## config.mk

```make
export PLATFORM = sky130hd
export DESIGN_NAME = thumb_fetch_unit
export DESIGN_NICKNAME = d
export VERILOG_FILES = /design/src/rtl/m0_pkg.sv /design/src/rtl/fetch_hw_fifo.sv /design/src/rtl/thumb_fetch_unit.sv
export SDC_FILE = /design/constraint.sdc
export NUM_CORES = 1
export LEC_CHECK = 0
export BUFFER_PORTS_ARGS = -buffer_cell sky130_fd_sc_hd__buf_2
export CORE_MARGIN = 1.5
export CORE_UTILIZATION = 59
export DETAILED_ROUTE_END_ITERATION = 16
export GPL_ROUTABILITY_DRIVEN = 0
export PLACE_DENSITY = 0.88
export REMOVE_ABC_BUFFERS = 1
export SLEW_MARGIN = 20
export SYNTH_ARGS = -nofsm -noshare
export SYNTH_HDL_FRONTEND = slang
export SYNTH_SLANG_ARGS = --single-unit
```

## constraint.sdc

```tcl
create_clock -name clk -period 13.17 [get_ports clk]
set_input_delay 3.2925 -clock clk [delete_from_list [all_inputs] [get_ports clk]]
set_output_delay 3.2925 -clock clk [all_outputs]
set_load 0.05 [all_outputs]
```

## src/rtl/m0_pkg.sv

```systemverilog
// m0_pkg: shared types and constants for the Thumb fetch datapath
package m0_pkg;
  typedef enum logic [1:0] {IDLE, WAIT, DROP} fetch_state_t;
  localparam int HW_W = 16;
  localparam logic [4:0] THUMB32_PFX_A = 5'b11101;
  localparam logic [4:0] THUMB32_PFX_B = 5'b11110;
  localparam logic [4:0] THUMB32_PFX_C = 5'b11111;
  function automatic logic is_thumb32(input logic [HW_W-1:0] hw);
    return hw[HW_W-1 -: 5] inside {THUMB32_PFX_A, THUMB32_PFX_B, THUMB32_PFX_C};
  endfunction
endpackage

```

## src/rtl/fetch_hw_fifo.sv

```systemverilog
// fetch_hw_fifo: halfword prefetch queue with PC tags, 0/1/2 push and pop per cycle
module fetch_hw_fifo
  import m0_pkg::*;
#(
  parameter int DEPTH = 4
) (
  input  logic                     clk,
  input  logic                     rst,
  input  logic                     clr,
  input  logic [1:0]               push_n,
  input  logic [HW_W-1:0]          push_hw0,
  input  logic [HW_W-1:0]          push_hw1,
  input  logic [31:0]              push_tag0,
  input  logic [31:0]              push_tag1,
  input  logic [1:0]               pop_n,
  output logic [HW_W-1:0]          head_hw0,
  output logic [HW_W-1:0]          head_hw1,
  output logic [31:0]              head_tag,
  output logic [$clog2(DEPTH):0]   count
);
  localparam int PW = $clog2(DEPTH);
  logic [HW_W-1:0] hw_q [DEPTH];
  logic [HW_W-1:0] hw_d [DEPTH];
  logic [31:0] tag_q [DEPTH];
  logic [31:0] tag_d [DEPTH];
  logic [PW-1:0] wr_q, wr_d, rd_q, rd_d, wr1, rd1;
  logic [PW:0] cnt_q, cnt_d;
  assign wr1 = wr_q + 1'b1;
  assign rd1 = rd_q + 1'b1;
  assign head_hw0 = hw_q[rd_q];
  assign head_hw1 = hw_q[rd1];
  assign head_tag = tag_q[rd_q];
  assign count = cnt_q;
  always_comb begin
    hw_d = hw_q;
    tag_d = tag_q;
    if (push_n != 2'd0) begin
      hw_d[wr_q] = push_hw0;
      tag_d[wr_q] = push_tag0;
    end
    if (push_n == 2'd2) begin
      hw_d[wr1] = push_hw1;
      tag_d[wr1] = push_tag1;
    end
    wr_d = clr ? '0 : wr_q + PW'(push_n);
    rd_d = clr ? '0 : rd_q + PW'(pop_n);
    cnt_d = clr ? '0 : cnt_q + (PW+1)'(push_n) - (PW+1)'(pop_n);
  end
  always_ff @(posedge clk or posedge rst) begin
    if (rst) begin
      hw_q <= '{default: '0};
      tag_q <= '{default: '0};
      wr_q <= '0;
      rd_q <= '0;
      cnt_q <= '0;
    end else begin
      hw_q <= hw_d;
      tag_q <= tag_d;
      wr_q <= wr_d;
      rd_q <= rd_d;
      cnt_q <= cnt_d;
    end
  end
endmodule

```

## src/rtl/thumb_fetch_unit.sv

```systemverilog
// thumb_fetch_unit: fetches words, queues Thumb halfwords, presents 16/32-bit instructions
// Optional FETCH_PERF_EN adds request and decoder-stall counters.
module thumb_fetch_unit
  import m0_pkg::*;
#(
  parameter int          DEPTH    = 4,
  parameter logic [31:0] RESET_PC = 32'h0000_0000
) (
  input  logic        clk,
  input  logic        rst,
  output logic        imem_req,
  output logic [31:0] imem_addr,
  input  logic        imem_rvalid,
  input  logic [31:0] imem_rdata,
  input  logic        flush,
  input  logic [31:0] flush_pc,
  output logic        instr_valid,
  input  logic        instr_ready,
  output logic [31:0] instr,
  output logic        instr_is32,
  output logic [31:0] instr_pc
`ifdef FETCH_PERF_EN
  ,
  output logic [31:0] perf_fetch_cnt,
  output logic [31:0] perf_stall_cnt
`endif
);
  localparam int CW = $clog2(DEPTH) + 1;
  fetch_state_t state_q, state_d;
  logic [31:0] fetch_pc_q, fetch_pc_d, addr_q, addr_d, pc_hi;
  logic skip_lo_q, skip_lo_d, req_q, req_d, is32, take;
  logic [CW-1:0] count;
  logic [HW_W-1:0] hw0, hw1;
  logic [31:0] head_tag;
  logic [1:0] push_n, pop_n;
  assign pc_hi = fetch_pc_q + 32'd2;
  assign is32 = is_thumb32(hw0);
  assign instr_valid = is32 ? count >= CW'(2) : count != '0;
  assign instr_is32 = instr_valid & is32;
  assign instr = !instr_valid ? '0 : is32 ? {hw0, hw1} : {16'h0, hw0};
  assign instr_pc = instr_valid ? head_tag : '0;
  assign imem_req = req_q;
  assign imem_addr = addr_q;
  assign take = state_q == WAIT && imem_rvalid && !flush;
  assign push_n = !take ? 2'd0 : skip_lo_q ? 2'd1 : 2'd2;
  assign pop_n = (instr_valid && instr_ready && !flush) ? (is32 ? 2'd2 : 2'd1) : 2'd0;
  fetch_hw_fifo #(.DEPTH(DEPTH)) u_fifo (
    .clk      (clk),
    .rst      (rst),
    .clr      (flush),
    .push_n   (push_n),
    .push_hw0 (skip_lo_q ? imem_rdata[31:16] : imem_rdata[15:0]),
    .push_hw1 (imem_rdata[31:16]),
    .push_tag0(skip_lo_q ? pc_hi : fetch_pc_q),
    .push_tag1(pc_hi),
    .pop_n    (pop_n),
    .head_hw0 (hw0),
    .head_hw1 (hw1),
    .head_tag (head_tag),
    .count    (count)
  );
  // Issue only with two free slots so a full word always fits when it returns.
  always_comb begin
    state_d = state_q;
    fetch_pc_d = fetch_pc_q;
    skip_lo_d = skip_lo_q;
    req_d = 1'b0;
    addr_d = addr_q;
    if (flush) begin
      fetch_pc_d = flush_pc & ~32'h3;
      skip_lo_d = flush_pc[1];
      state_d = state_q == IDLE ? IDLE : DROP;
    end else if (state_q == IDLE) begin
      if (count <= CW'(DEPTH - 2)) begin
        req_d = 1'b1;
        addr_d = fetch_pc_q;
        state_d = WAIT;
      end
    end else if (imem_rvalid) begin
      state_d = IDLE;
      if (state_q == WAIT) begin
        fetch_pc_d = fetch_pc_q + 32'd4;
        skip_lo_d = 1'b0;
      end
    end
  end
  always_ff @(posedge clk or posedge rst) begin
    if (rst) begin
      state_q <= IDLE;
      fetch_pc_q <= RESET_PC & ~32'h3;
      skip_lo_q <= RESET_PC[1];
      req_q <= 1'b0;
      addr_q <= '0;
    end else begin
      state_q <= state_d;
      fetch_pc_q <= fetch_pc_d;
      skip_lo_q <= skip_lo_d;
      req_q <= req_d;
      addr_q <= addr_d;
    end
  end
`ifdef FETCH_PERF_EN
  logic [31:0] fetch_cnt_q, fetch_cnt_d, stall_cnt_q, stall_cnt_d;
  always_comb begin
    fetch_cnt_d = fetch_cnt_q + {31'd0, req_q};
    stall_cnt_d = stall_cnt_q + {31'd0, instr_ready && !instr_valid};
  end
  always_ff @(posedge clk or posedge rst) begin
    if (rst) begin
      fetch_cnt_q <= '0;
      stall_cnt_q <= '0;
    end else begin
      fetch_cnt_q <= fetch_cnt_d;
      stall_cnt_q <= stall_cnt_d;
    end
  end
  assign perf_fetch_cnt = fetch_cnt_q;
  assign perf_stall_cnt = stall_cnt_q;
`endif
endmodule
```

==> results of run 1 <==
[critical path: stages, from the launching register on]
cell	delay, ns
dfrtp_4	0.70
buf_4	0.77
mux4_2	0.68
o2111ai_4	0.77
nand2_1	0.65
a21boi_0	0.50
buf_2	0.34
[per-layer routing]
layer | track usage, % | routed length, um | up-vias
li1 | - | - | 4813
met1 | 39.66 | 14520 | 5589
met2 | 49.21 | 18030 | 589
met3 | 5.068 | 2688 | 132
met4 | 14.78 | 1451 | 2
met5 | 0 | 13 | -
[sequential cells by signal (all words and copies together) (netlist names)]
register,flops
u_fifo.tag_q,128
u_fifo.hw_q,64
fetch_pc_q,30
imem_addr,30
u_fifo.count,3
state_q,2
u_fifo.rd_q,2
u_fifo.wr_q,2
imem_req,1
skip_lo_q,1
[power groups by stage]
stage	Clock (W)	Combinational (W)	Sequential, W
after floorplan	0	0.000560	0.00129
after global routing	0.000776	0.00103	0.00116
after global placement	0	0.000930	0.00113
after detailed placement	0	0.000953	0.00114
final	0.000734	0.000976	0.00114
after CTS	0.000741	0.000962	0.00114
[final timing paths]
path | from | to
min in group asynchronous | rst | imem_addr[6]$_DFFE_PP0P_
worst max-delay path | u_fifo.rd_q[0]$_DFF_PP0_ | instr[13]
worst min-delay path | u_fifo.tag_q[32]$_DFF_PP0_ | u_fifo.tag_q[32]$_DFF_PP0_
worst max register to register | u_fifo.rd_q[0]$_DFF_PP0_ | u_fifo.count[2]$_DFF_PP0_
worst min register to register | u_fifo.tag_q[32]$_DFF_PP0_ | u_fifo.tag_q[32]$_DFF_PP0_
max in group asynchronous | rst | fetch_pc_q[19]$_DFFE_PP0P_
[stage by stage]
stage | hold slack, ns | instances | power (W) | area (um2)
after floorplan | 0.4448 | 1136 | 0.001848 | 13400
after global placement | 0.4611 | 1630 | 0.002057 | 14810
after detailed placement | 0.4706 | 1630 | 0.002097 | 14810
after CTS | 0.4907 | 1678 | 0.002838 | 15660
after global routing | 0.5000 | 1681 | 0.002970 | 15720
final | 0.4914 | 1682 | 0.002850 | 15720
[layout make-up]
class / instances / area share [%]
sequential: 263 / 41.94
multi-input combinational: 856 / 43.32
clock inverter: 12 / 0.6923
clock buffer: 36 / 4.695
timing repair buffer: 183 / 6.382
inverter: 17 / 0.4536
antenna: 2 / 0.03183
tap: 313 / 2.491
[kinds of logic (layout without fill, tap and decap cells)]
group           count (synthesis)  count (layout)  synth area share [%]
compound gates                294             294                 13.26
xor+xnor                       25              25                 1.579
fa+ha+maj                       5               5                0.5595
buf+inv                       123             248                 3.835
flops                         263             263                 47.46
mux                           254             254                 23.80
other cells                     1               4               0.02704
simple gates                  276             276                 9.466
[placed cells by master (no fill, tap or decap), types with 4 or more instances in the layout]
cell	synthesis	layout
clkinvlp_4	0	5
mux2_2	185	185
buf_4	5	17
or4_1	6	6
mux2i_1	26	26
o22ai_1	100	100
buf_2	29	164
clkinv_2	0	5
o21ai_0	54	54
dfrtp_1	263	259
o211ai_1	5	5
mux4_2	42	42
nor2b_1	36	36
nand4_1	7	7
o22a_1	31	31
clkbuf_16	0	26
or3_1	8	8
and2_1	5	5
a21oi_1	51	49
nand2_1	121	121
and3_1	7	7
xor2_1	20	20
xnor2_1	5	5
nand3_1	27	27
clkbuf_1	62	5
o31ai_1	4	4
and4_1	4	4
inv_1	16	15
nor2_1	43	40
clkbuf_8	0	5
a31oi_1	36	36
==> results by group, run 1 <==
Timing
  – Slew @ Worst Pin: 1.066 ns
  – Final min period: 8.253 ns
  – Setup ws final: 4.917 ns
  – RSZ-0062 raised after global routing: false
  – Setup TNS: 0 ns
  – Max-Slew Margin vs Limit: 28.93%
  – Fmax: 0.1212 GHz
  – Final setup viols: 0
  – Crit share post-route: 62.67%
  – Final Hold Fails: 0
  – Worst clock skew: 0.02139 ns
  – Max-slew violations: 0

Global route
  – Total gr overflow: 0
  – Vias in the first global route: 11,187
  – Largest net degree at the start of global routing: 144
  – Initial antenna violation count: 2
  – First-pass GRT wire length: 58,440 um
  – Tot GR Track Use: 30.24%

Finish
  – Final #Nets: 1,421
  – Area Overhead vs Synth: 13.39%
  – Seq. cell area: 6594 um2
  – Filler cells: 1,577
  – Share of cells above drive strength 1: 34.24%
  – Final core utilization: 68.82%
  – Multi-input logic area: 6810 um2

Clock tree
  – # hold bufs at CTS: 0
  – Clk Latency, worst-skew pair: 0.54 ns
  – CTS H-tree lvls: 1
  – Clk slew on worst S/H paths: 0.06 ns
  – Longest Clk Path Bufs: 3
  – CTS buffer count: 26
  – CTS tree: done
  – Postcts setup bufs: 0
  – Root buf cell: clkbuf_16
  – Post_cts resized: 0
  – Clk sink count: 263

Worst setup path
  – Crit path kind: register to primary output
  – Maximum fanout along the worst path: 66
  – Setup crit end kind: primary output
  – Critical Path Source Type: register
  – Worst EP required: 9.88 ns
  – Cells on worst reg2reg path: 11
  – WP data arrival: 4.96 ns
  – Flop2flop setup slack: 7.63 ns

Floorplan
  – Number of top-level pins: 168
  – Full die area: 24,430 um2
  – Core area: 22,850 um2
  – Standard-cell rows: 55
  – Initial Util: 60.69%
  – Die Y: 156.3 um
  – Die X: 156.3 um

Job
  – Max Cap Viol: 0

Yosys
  – Most numerous cell in the Yosys netlist: dfrtp_1
  – Largest area contributor in the netlist: dfrtp_1
  – Top FF cell, synth: dfrtp_1
  – Ranking of synthesized cells by area: dfrtp_1, mux2_2, mux4_2
  – Syn Area/Cell: 11.17 um2
  – Yosys warns: 0
  – Unique masters post-synth: 52
  – Top cells by count, synth: dfrtp_1, mux2_2, nand2_1
  – Mapped Area: 13,870 um2
  – Post-synth EDFFs: 0
  – Sequential share of the synthesized area: 47.46%
  – Asr flop ratio synth: 100.0%
  – Mapped Cells: 1,241
  – Yosys top cell area share: 47.46%
  – Number of synthesized register bits: 263

Routing
  – DR pass1 iterations: 8
  – Initial DRC count: 1,254
  – Wire per inst: 21.82 um
  – Via/cell ratio: 6.614
  – WL final: 36,700 um
  – Antenna Nets Post-Route: 0
  – Vias: 11,125
  – DRC violations left: 0

Worst hold path
  – Worst Hold Path Cells: 1
  – HP Class: register to register

Pwr
  – Combinational Power Share: 34.3%
  – Seq pwr share: 40.0%
  – Power density over the cells: 181.3 nW/um2
  – Clock power share: 25.8%
  – Leak: 6.796 nW
  – P_sw: 0.001061 W
  – Cell internal pwr: 0.001789 W
  – Net Sw Frac: 37.24%
  – Peak supply drop: 0.1666 mV

Outcome
  – Status: finished clean

Placed design
  – Port Buf Inserts: 164
  – Place WS: 5.601 ns
  – DP Wirelength: 21,630 um
(Power assumes the default switching activity.)
==> run 2, diff against run 1 <==
--- a/config.mk
+++ b/config.mk
@@ -5,12 +5,13 @@
 export SDC_FILE = /design/constraint.sdc
 export NUM_CORES = 1
 export LEC_CHECK = 0
+export ABC_AREA = 1
 export BUFFER_PORTS_ARGS = -buffer_cell sky130_fd_sc_hd__buf_2
 export CORE_MARGIN = 1.5
-export CORE_UTILIZATION = 59
+export CORE_UTILIZATION = 53
 export DETAILED_ROUTE_END_ITERATION = 16
 export GPL_ROUTABILITY_DRIVEN = 0
-export PLACE_DENSITY = 0.88
+export PLACE_DENSITY = 0.84
 export REMOVE_ABC_BUFFERS = 1
 export SLEW_MARGIN = 20
 export SYNTH_ARGS = -nofsm -noshare
==> constraint.sdc (replaced) <==
create_clock -name clk -period 7.25 [get_ports clk]
set_input_delay 1.8125 -clock clk [delete_from_list [all_inputs] [get_ports clk]]
set_output_delay 1.8125 -clock clk [all_outputs]
set_load 0.05 [all_outputs]
==> run 2 against run 1 <==
Worst hold slack got worse by 0.014 ns. Power increased by 130%. Core utilization decreased by 8.1 points. Sequential share of layout area shrank 0.078 points. Critical path type unchanged.
==> results by group, run 2 <==
Outcome
  – Status: finished clean (unchanged)

Timing
  – Slew @ Worst Pin: 0.9370 ns (was 1.066 ns)
  – RSZ-0062 raised after global routing: false (unchanged)
  – Final setup viols: 0 (unchanged)
  – Max-Slew Margin vs Limit: 37.54% (was 28.93%)
  – Final min period: 5.685 ns
  – Worst clock skew: 0.01025 ns (was 0.02139 ns)
  – Final Hold Fails: 0 (unchanged)
  – Max-slew violations: 0 (unchanged)
  – Crit share post-route: 78.41%
  – Fmax: 0.1759 GHz

Worst setup path
  – Crit path kind: register to primary output (unchanged)
  – Maximum fanout along the worst path: 85 (was 66)
  – Setup crit end kind: primary output (unchanged)
  – Critical Path Source Type: register (unchanged)
  – Worst EP required: 5.44 ns (was 9.88 ns)
  – Crit. Startpoint: u_fifo.rd_q[0]$_DFF_PP0_ (unchanged)
  – Flop2flop setup slack: 3.19 ns (was 7.63 ns)
  – WP data arrival: 3.87 ns (was 4.96 ns)
  – R2r startpoint: u_fifo.rd_q[0]$_DFF_PP0_ (unchanged)

Yosys
  – Asr flop ratio synth: 100.0% (unchanged)
  – Top cells by count, synth: nand2_1, dfrtp_1, o21ai_0 (was dfrtp_1, mux2_2, nand2_1)
  – Post-synth EDFFs: 0 (unchanged)
  – Post-Synth Simple-Gate Area: 20.51% (was 9.466%)
  – Largest family of logic cells by synthesized area: compound AO/OA/AOI/OAI gates (was multiplexers)
  – Top FF cell, synth: dfrtp_1 (unchanged)
  – Most numerous cell in the Yosys netlist: nand2_1 (was dfrtp_1)
  – Post-synthesis compound-gate area fraction: 21.77% (was 13.26%)
  – Post-synthesis mux area share: 0% (was 23.80%)
  – Unique masters post-synth: 44 (was 52)
  – Ranking of synthesized cells by area: dfrtp_1, nand2_1, o21ai_0 (was dfrtp_1, mux2_2, mux4_2)
  – Number of synthesized register bits: 263 (unchanged)
  – Syn Area/Cell: 7.617 um2 (was 11.17 um2)
  – Mapped Area: 13,940 um2 (was 13,870 um2)
  – Sequential share of the synthesized area: 47.21% (was 47.46%)
  – Mapped Cells: 1,830 (was 1,241)
  – Yosys top cell area share: 47.21% (was 47.46%)
  – Largest area contributor in the netlist: dfrtp_1 (unchanged)
  – Yosys warns: 0 (unchanged)
  – Synth Area in XOR/XNOR: 0.8796% (was 1.579%)
  – Synth Area in Adders: 0.5565% (was 0.5595%)

Pwr
  – Peak supply drop: 0.3150 mV (was 0.1666 mV)
  – Leak: 7.559 nW (was 6.796 nW)
  – Total power: 0.006638 W (was 0.002850 W)
  – Power density over the cells: 421.9 nW/um2 (was 181.3 nW/um2)

Floorplan
  – Die X: 165.2 um (was 156.3 um)
  – Standard-cell rows: 59 (was 55)
  – Number of top-level pins: 168 (unchanged)
  – Die Y: 165.2 um (was 156.3 um)
  – Initial Util: 53.80% (was 60.69%)
  – Full die area: 27,280 um2 (was 24,430 um2)
  – Core area: 25,910 um2 (was 22,850 um2)

Clock tree
  – CTS H-tree lvls: 1 (unchanged)
  – CTS tree: done (unchanged)
  – Postcts setup bufs: 0 (unchanged)
  – Clk slew on worst S/H paths: 0.06 ns (about the same)
  – # hold bufs at CTS: 0 (unchanged)
  – Clk sink count: 263 (unchanged)
  – Root buf cell: clkbuf_16 (unchanged)
  – Post_cts resized: 0 (unchanged)
  – Clk Latency, worst-skew pair: 0.54 ns (about the same)
  – CTS buffer count: 28 (was 26)
  – Longest Clk Path Bufs: 3 (unchanged)

Global route
  – Largest net degree at the start of global routing: 159 (was 144)
  – Initial antenna violation count: 0 (was 2)
  – Total gr overflow: 0 (unchanged)
  – Tot GR Track Use: 28.68% (was 30.24%)
  – First-pass GRT wire length: 62,020 um (was 58,440 um)
  – Vias in the first global route: 12,324 (was 11,187)

Finish
  – Final core utilization: 60.72% (was 68.82%)
  – Area Overhead vs Synth: 12.87% (was 13.39%)
  – Filler cells: 2,239 (was 1,577)
  – Share of cells above drive strength 1: 14.65% (was 34.24%)
  – Most common cell after layout, fill and taps aside: nand2_1 (was dfrtp_1)
  – Diode count: 0 (was 2)
  – Seq. cell area: 6586 um2 (was 6594 um2)
  – Final #Nets: 2,000 (was 1,421)
  – Largest regs: u_fifo.tag_q (128), u_fifo.hw_q (64) (unchanged)
  – Commonest non-fill, non-tap cells in the layout: nand2_1, dfrtp_1, o21ai_0 (was dfrtp_1, mux2_2, buf_2)
  – Max reg flops: 128 (unchanged)
  – Register with the most flip-flops: u_fifo.tag_q (unchanged)
  – Multi-input logic area: 6113 um2 (was 6810 um2)

Routing
  – DRC violations left: 0 (unchanged)
  – Initial DRC count: 1,364 (was 1,254)
  – Via/cell ratio: 5.717 (was 6.614)
  – Antenna Nets Post-Route: 0 (unchanged)
  – WL final: 39,090 um (was 36,700 um)
  – Wire per inst: 17.15 um (was 21.82 um)
  – Vias: 13,034 (was 11,125)
  – DR pass1 iterations: 5 (was 8)

Job
  – Max Cap Viol: 0 (unchanged)

Placed design
  – Port Buf Inserts: 164 (unchanged)
  – DP Wirelength: 24,070 um (was 21,630 um)

Worst hold path
  – Hold Crit Start: imem_addr[3]$_DFFE_PP0P_ (was u_fifo.tag_q[32]$_DFF_PP0_)
  – HP Class: register to register (unchanged)
==> run 2: cell types whose count changed after synthesis, sizes merged, moves of 36 or more <==
cell	previous run	this run
mux2	186	0
nor2	44	247
inv	16	171
o21ai	55	335
mux4	42	0
nand2	121	382
nor2b	36	0
a21oi	52	141
o22ai	100	33
==> run 2: path summary, 6_finish.rpt <==
path,end,depth (start not counted)
setup / recovery,instr_pc[16],13
hold reg to reg,imem_addr[3]$_DFFE_PP0P_,2
setup reg to reg,u_fifo.count[2]$_DFF_PP0_,14
max in group asynchronous,u_fifo.rd_q[0]$_DFF_PP0_,3
min in group asynchronous,imem_addr[2]$_DFFE_PP0P_,2
hold / removal,imem_addr[3]$_DFFE_PP0P_,2
==> run 2: metal layers <==
layer | vias to the layer above | share of wire (%) | track usage (%)
met5 | - | 0 | 0
met4 | 0 | 3.0 | 10.48
met3 | 116 | 9.1 | 4.496
met2 | 665 | 47 | 47.20
met1 | 6042 | 41 | 38.36
li1 | 6211 | - | -
==> run 2: power breakdown <==
part	internal, W	total [W]	switching (W)
sequential	0.00202	0.00233	0.000315
combinational	0.000749	0.00278	0.00203
clock	0.000941	0.00152	0.000583
==> run 2: metrics by stage <==
| step | std cells | hold WS, ns | instance area, um2 | setup slack, ns | setup TNS [ns] |
|---|---|---|---|---|---|
| after floorplan | 1716 | 0.4478 | 13340 | -1.803 | -474.34 |
| after global placement | 2231 | 0.4604 | 14730 | 2.130 | 0 |
| after detailed placement | 2231 | 0.4677 | 14730 | 2.044 | 0 |
| after CTS | 2280 | 0.4825 | 15730 | 1.667 | 0 |
| after global routing | 2280 | 0.5018 | 15730 | 1.440 | 0 |
| final | 2280 | 0.4778 | 15730 | 1.565 | 0 |
==> run 2: critical path, cell delays in order (launching register included) <==
cell and delay, ns:
dfrtp_4 0.41, buf_4 0.71, nand2_1 0.12, nand3_1 0.13
nand2_1 0.11, nor2_2 0.17, nand3_2 0.07, buf_4 0.24
nand2_2 0.11, nand2_4 0.09, inv_2 0.47, buf_4 0.31
a21oi_1 0.08, buf_2 0.23
==> run 2: area by class of cell <==
cell class / instances / area share (%)
clock buffer: 42 / 5.622
clock inverter: 7 / 0.7157
inverter: 174 / 4.223
multi-input combinational: 1279 / 38.85
sequential: 263 / 41.86
tap: 335 / 2.664
timing repair buffer: 180 / 6.060
==> run 2: kinds of logic after synthesis <==
logic type	Yosys count
buffers and inverters	289
AO/OA/AOI/OAI	555
flip-flops	263
other	1
AND/OR/NAND/NOR	703
adder cells (fa/ha/maj)	5
XOR/XNOR	14
==> run 3, diff against run 2 <==
==> constraint.sdc (replaced) <==
create_clock -name clk -period 4.7 [get_ports clk]
set_input_delay 1.175 -clock clk [delete_from_list [all_inputs] [get_ports clk]]
set_output_delay 1.175 -clock clk [all_outputs]
set_load 0.05 [all_outputs]
==> run 3 against run 2 <==
Non-clock buffer count grew 11. Clock skew rose by 0.014 ns. Clock power rose by 55%. Via count grew 1.9%. Power up 55%. Die area did not move. Setup slack worse by 1.4 ns. Worst hold slack got worse by 0.0019 ns. Design area increased by 0.49%. Sequential share of layout area shrank 0.21 points. Combinational power up 55%. Largest cell class unchanged. Highest routed layer unchanged.
==> results by group, run 3 (synthesis gave the netlist of run 2 again) <==
Floorplan
  – Die X: 165.2 um (unchanged)
  – Core area: 25,910 um2 (unchanged)
  – Number of top-level pins: 168 (unchanged)
  – Initial Util: 53.80% (unchanged)
  – Die Y: 165.2 um (unchanged)
  – Standard-cell rows: 59 (unchanged)
  – Full die area: 27,280 um2 (unchanged)

Clock tree
  – CTS buffer count: 28 (unchanged)
  – Clk slew on worst S/H paths: 0.06 ns (about the same)
  – Postcts setup bufs: 0 (unchanged)
  – Longest Clk Path Bufs: 3 (unchanged)
  – Root buf cell: clkbuf_16 (unchanged)
  – CTS tree: done (unchanged)
  – CTS H-tree lvls: 1 (unchanged)
  – Clk sink count: 263 (unchanged)
  – Clk Latency, worst-skew pair: 0.57 ns (was 0.54 ns)
  – Post_cts resized: 0 (unchanged)
  – # hold bufs at CTS: 0 (unchanged)

Routing
  – Vias: 13,287 (was 13,034)
  – DRC violations left: 0 (unchanged)
  – DR pass1 iterations: 6 (was 5)
  – WL met1: 15,930 um (was 16,170 um)
  – WL final: 39,710 um (was 39,090 um)
  – Initial DRC count: 1,682 (was 1,364)
  – DR top layer: met4 (unchanged)
  – Wire per inst: 17.32 um (was 17.15 um)
  – DR WL met3: 3799 um (was 3551 um)
  – Antenna Nets Post-Route: 0 (unchanged)
  – Via/cell ratio: 5.795 (was 5.717)
  – Routed wl met2: 18,710 um (was 18,220 um)

Timing
  – Max-Slew Margin vs Limit: 41.15% (was 37.54%)
  – RSZ-0062 raised after global routing: false (unchanged)
  – Fmax: 0.2195 GHz
  – Worst clock skew: 0.02466 ns (was 0.01025 ns)
  – Final setup viols: 0 (unchanged)
  – Final Hold Fails: 0 (unchanged)
  – WHS: 0.4759 ns (was 0.4778 ns)
  – Setup TNS: 0 ns (unchanged)
  – Slew @ Worst Pin: 0.8828 ns (was 0.9370 ns)
  – Max-slew violations: 0 (unchanged)
  – Final min period: 4.555 ns
  – Setup ws final: 0.1452 ns (was 1.565 ns)
  – Crit share post-route: 96.91%

Finish
  – Largest regs: u_fifo.tag_q (128), u_fifo.hw_q (64) (unchanged)
  – Area Overhead vs Synth: 13.43% (was 12.87%)
  – Commonest non-fill, non-tap cells in the layout: nand2_1, dfrtp_1, o21ai_0 (unchanged)
  – Register with the most flip-flops: u_fifo.tag_q (unchanged)
  – Most common cell after layout, fill and taps aside: nand2_1 (unchanged)
  – Share of cells above drive strength 1: 14.96% (was 14.65%)
  – Max reg flops: 128 (unchanged)
  – Diode count: 0 (unchanged)
  – Final #Nets: 2,011 (was 2,000)
  – Final core utilization: 61.02% (was 60.72%)

Outcome
  – Status: finished clean (unchanged)

Pwr
  – Leak: 7.606 nW (was 7.559 nW)
  – Peak supply drop: 0.4301 mV (was 0.3150 mV)
  – Power density over the cells: 651.0 nW/um2 (was 421.9 nW/um2)

Placed design
  – Place WS: 0.7652 ns (was 2.044 ns)
  – Port Buf Inserts: 164 (unchanged)
  – DP Wirelength: 25,570 um (was 24,070 um)

Job
  – Max Cap Viol: 0 (unchanged)

Global route
  – Tot GR Track Use: 29.16% (was 28.68%)
  – First-pass GRT wire length: 62,970 um (was 62,020 um)
  – Initial antenna violation count: 0 (unchanged)
  – Largest net degree at the start of global routing: 84 (was 159)
  – Vias in the first global route: 12,394 (was 12,324)
  – Total gr overflow: 0 (unchanged)

Worst setup path
  – WP data arrival: 3.38 ns (was 3.87 ns)
  – Maximum fanout along the worst path: 23 (was 85)
  – Setup crit end kind: primary output (unchanged)
  – Crit path kind: register to primary output (unchanged)
  – Worst EP required: 3.52 ns (was 5.44 ns)
  – Critical Path Source Type: register (unchanged)

Worst hold path
  – HP Class: register to register (unchanged)
[run 3: layout make-up]
type / count / area, um2
timing repair buffer: 191 / 1036
fill: 2254 / 10100
clock inverter: 7 / 138.9
tap: 335 / 419.2
multi-input combinational: 1279 / 6106
sequential: 263 / 6586
clock buffer: 44 / 860.8
inverter: 174 / 664.4
[run 3: path summary, 6_finish.rpt]
check                                             to  depth (start not counted)                      from  slack (ns)
max in group asynchronous   u_fifo.rd_q[0]$_DFF_PP0_                          3                       rst        3.06
hold reg to reg             imem_addr[4]$_DFFE_PP0P_                          2  imem_addr[4]$_DFFE_PP0P_        0.48
hold / removal              imem_addr[4]$_DFFE_PP0P_                          2  imem_addr[4]$_DFFE_PP0P_        0.48
setup / recovery                        instr_pc[17]                         11  u_fifo.rd_q[1]$_DFF_PP0_        0.15
setup reg to reg           u_fifo.count[2]$_DFF_PP0_                         13  u_fifo.rd_q[1]$_DFF_PP0_        0.80
min in group asynchronous   imem_addr[2]$_DFFE_PP0P_                          2                       rst        0.68
[run 3: critical path: stages, from the launching register on]
cell and delay (ns):
dfrtp_2 0.72, inv_2 0.32, nand3_1 0.18, nand2_1 0.09, nor2_2 0.18, nand3_2 0.12
nand2_2 0.11, nand2_4 0.11, inv_2 0.32, buf_4 0.32, a21oi_1 0.12, buf_2 0.24
[run 3: power breakdown]
part	internal (W)	leakage (nW)	switching [W]
Sequential	0.00311	3.21	0.000508
Clock	0.00142	0.490	0.000937
Combinational	0.00116	3.91	0.00315
[run 3: stage by stage]
step                      cells  area (um2)  total power (W)
after floorplan            1716       13340         0.006752
after detailed placement   2242       14810         0.007896
after global placement     2242       14810         0.007736
final                      2293       15810          0.01029
after CTS                  2293       15810          0.01028
after global routing       2293       15810          0.01089
[run 3: metal layers]
layer | GRT usage [%] | vias to the layer above
met5 | 0 | -
met1 | 38.98 | 6186
li1 | - | 6229
met4 | 10.65 | 0
met2 | 47.85 | 744
met3 | 4.870 | 128
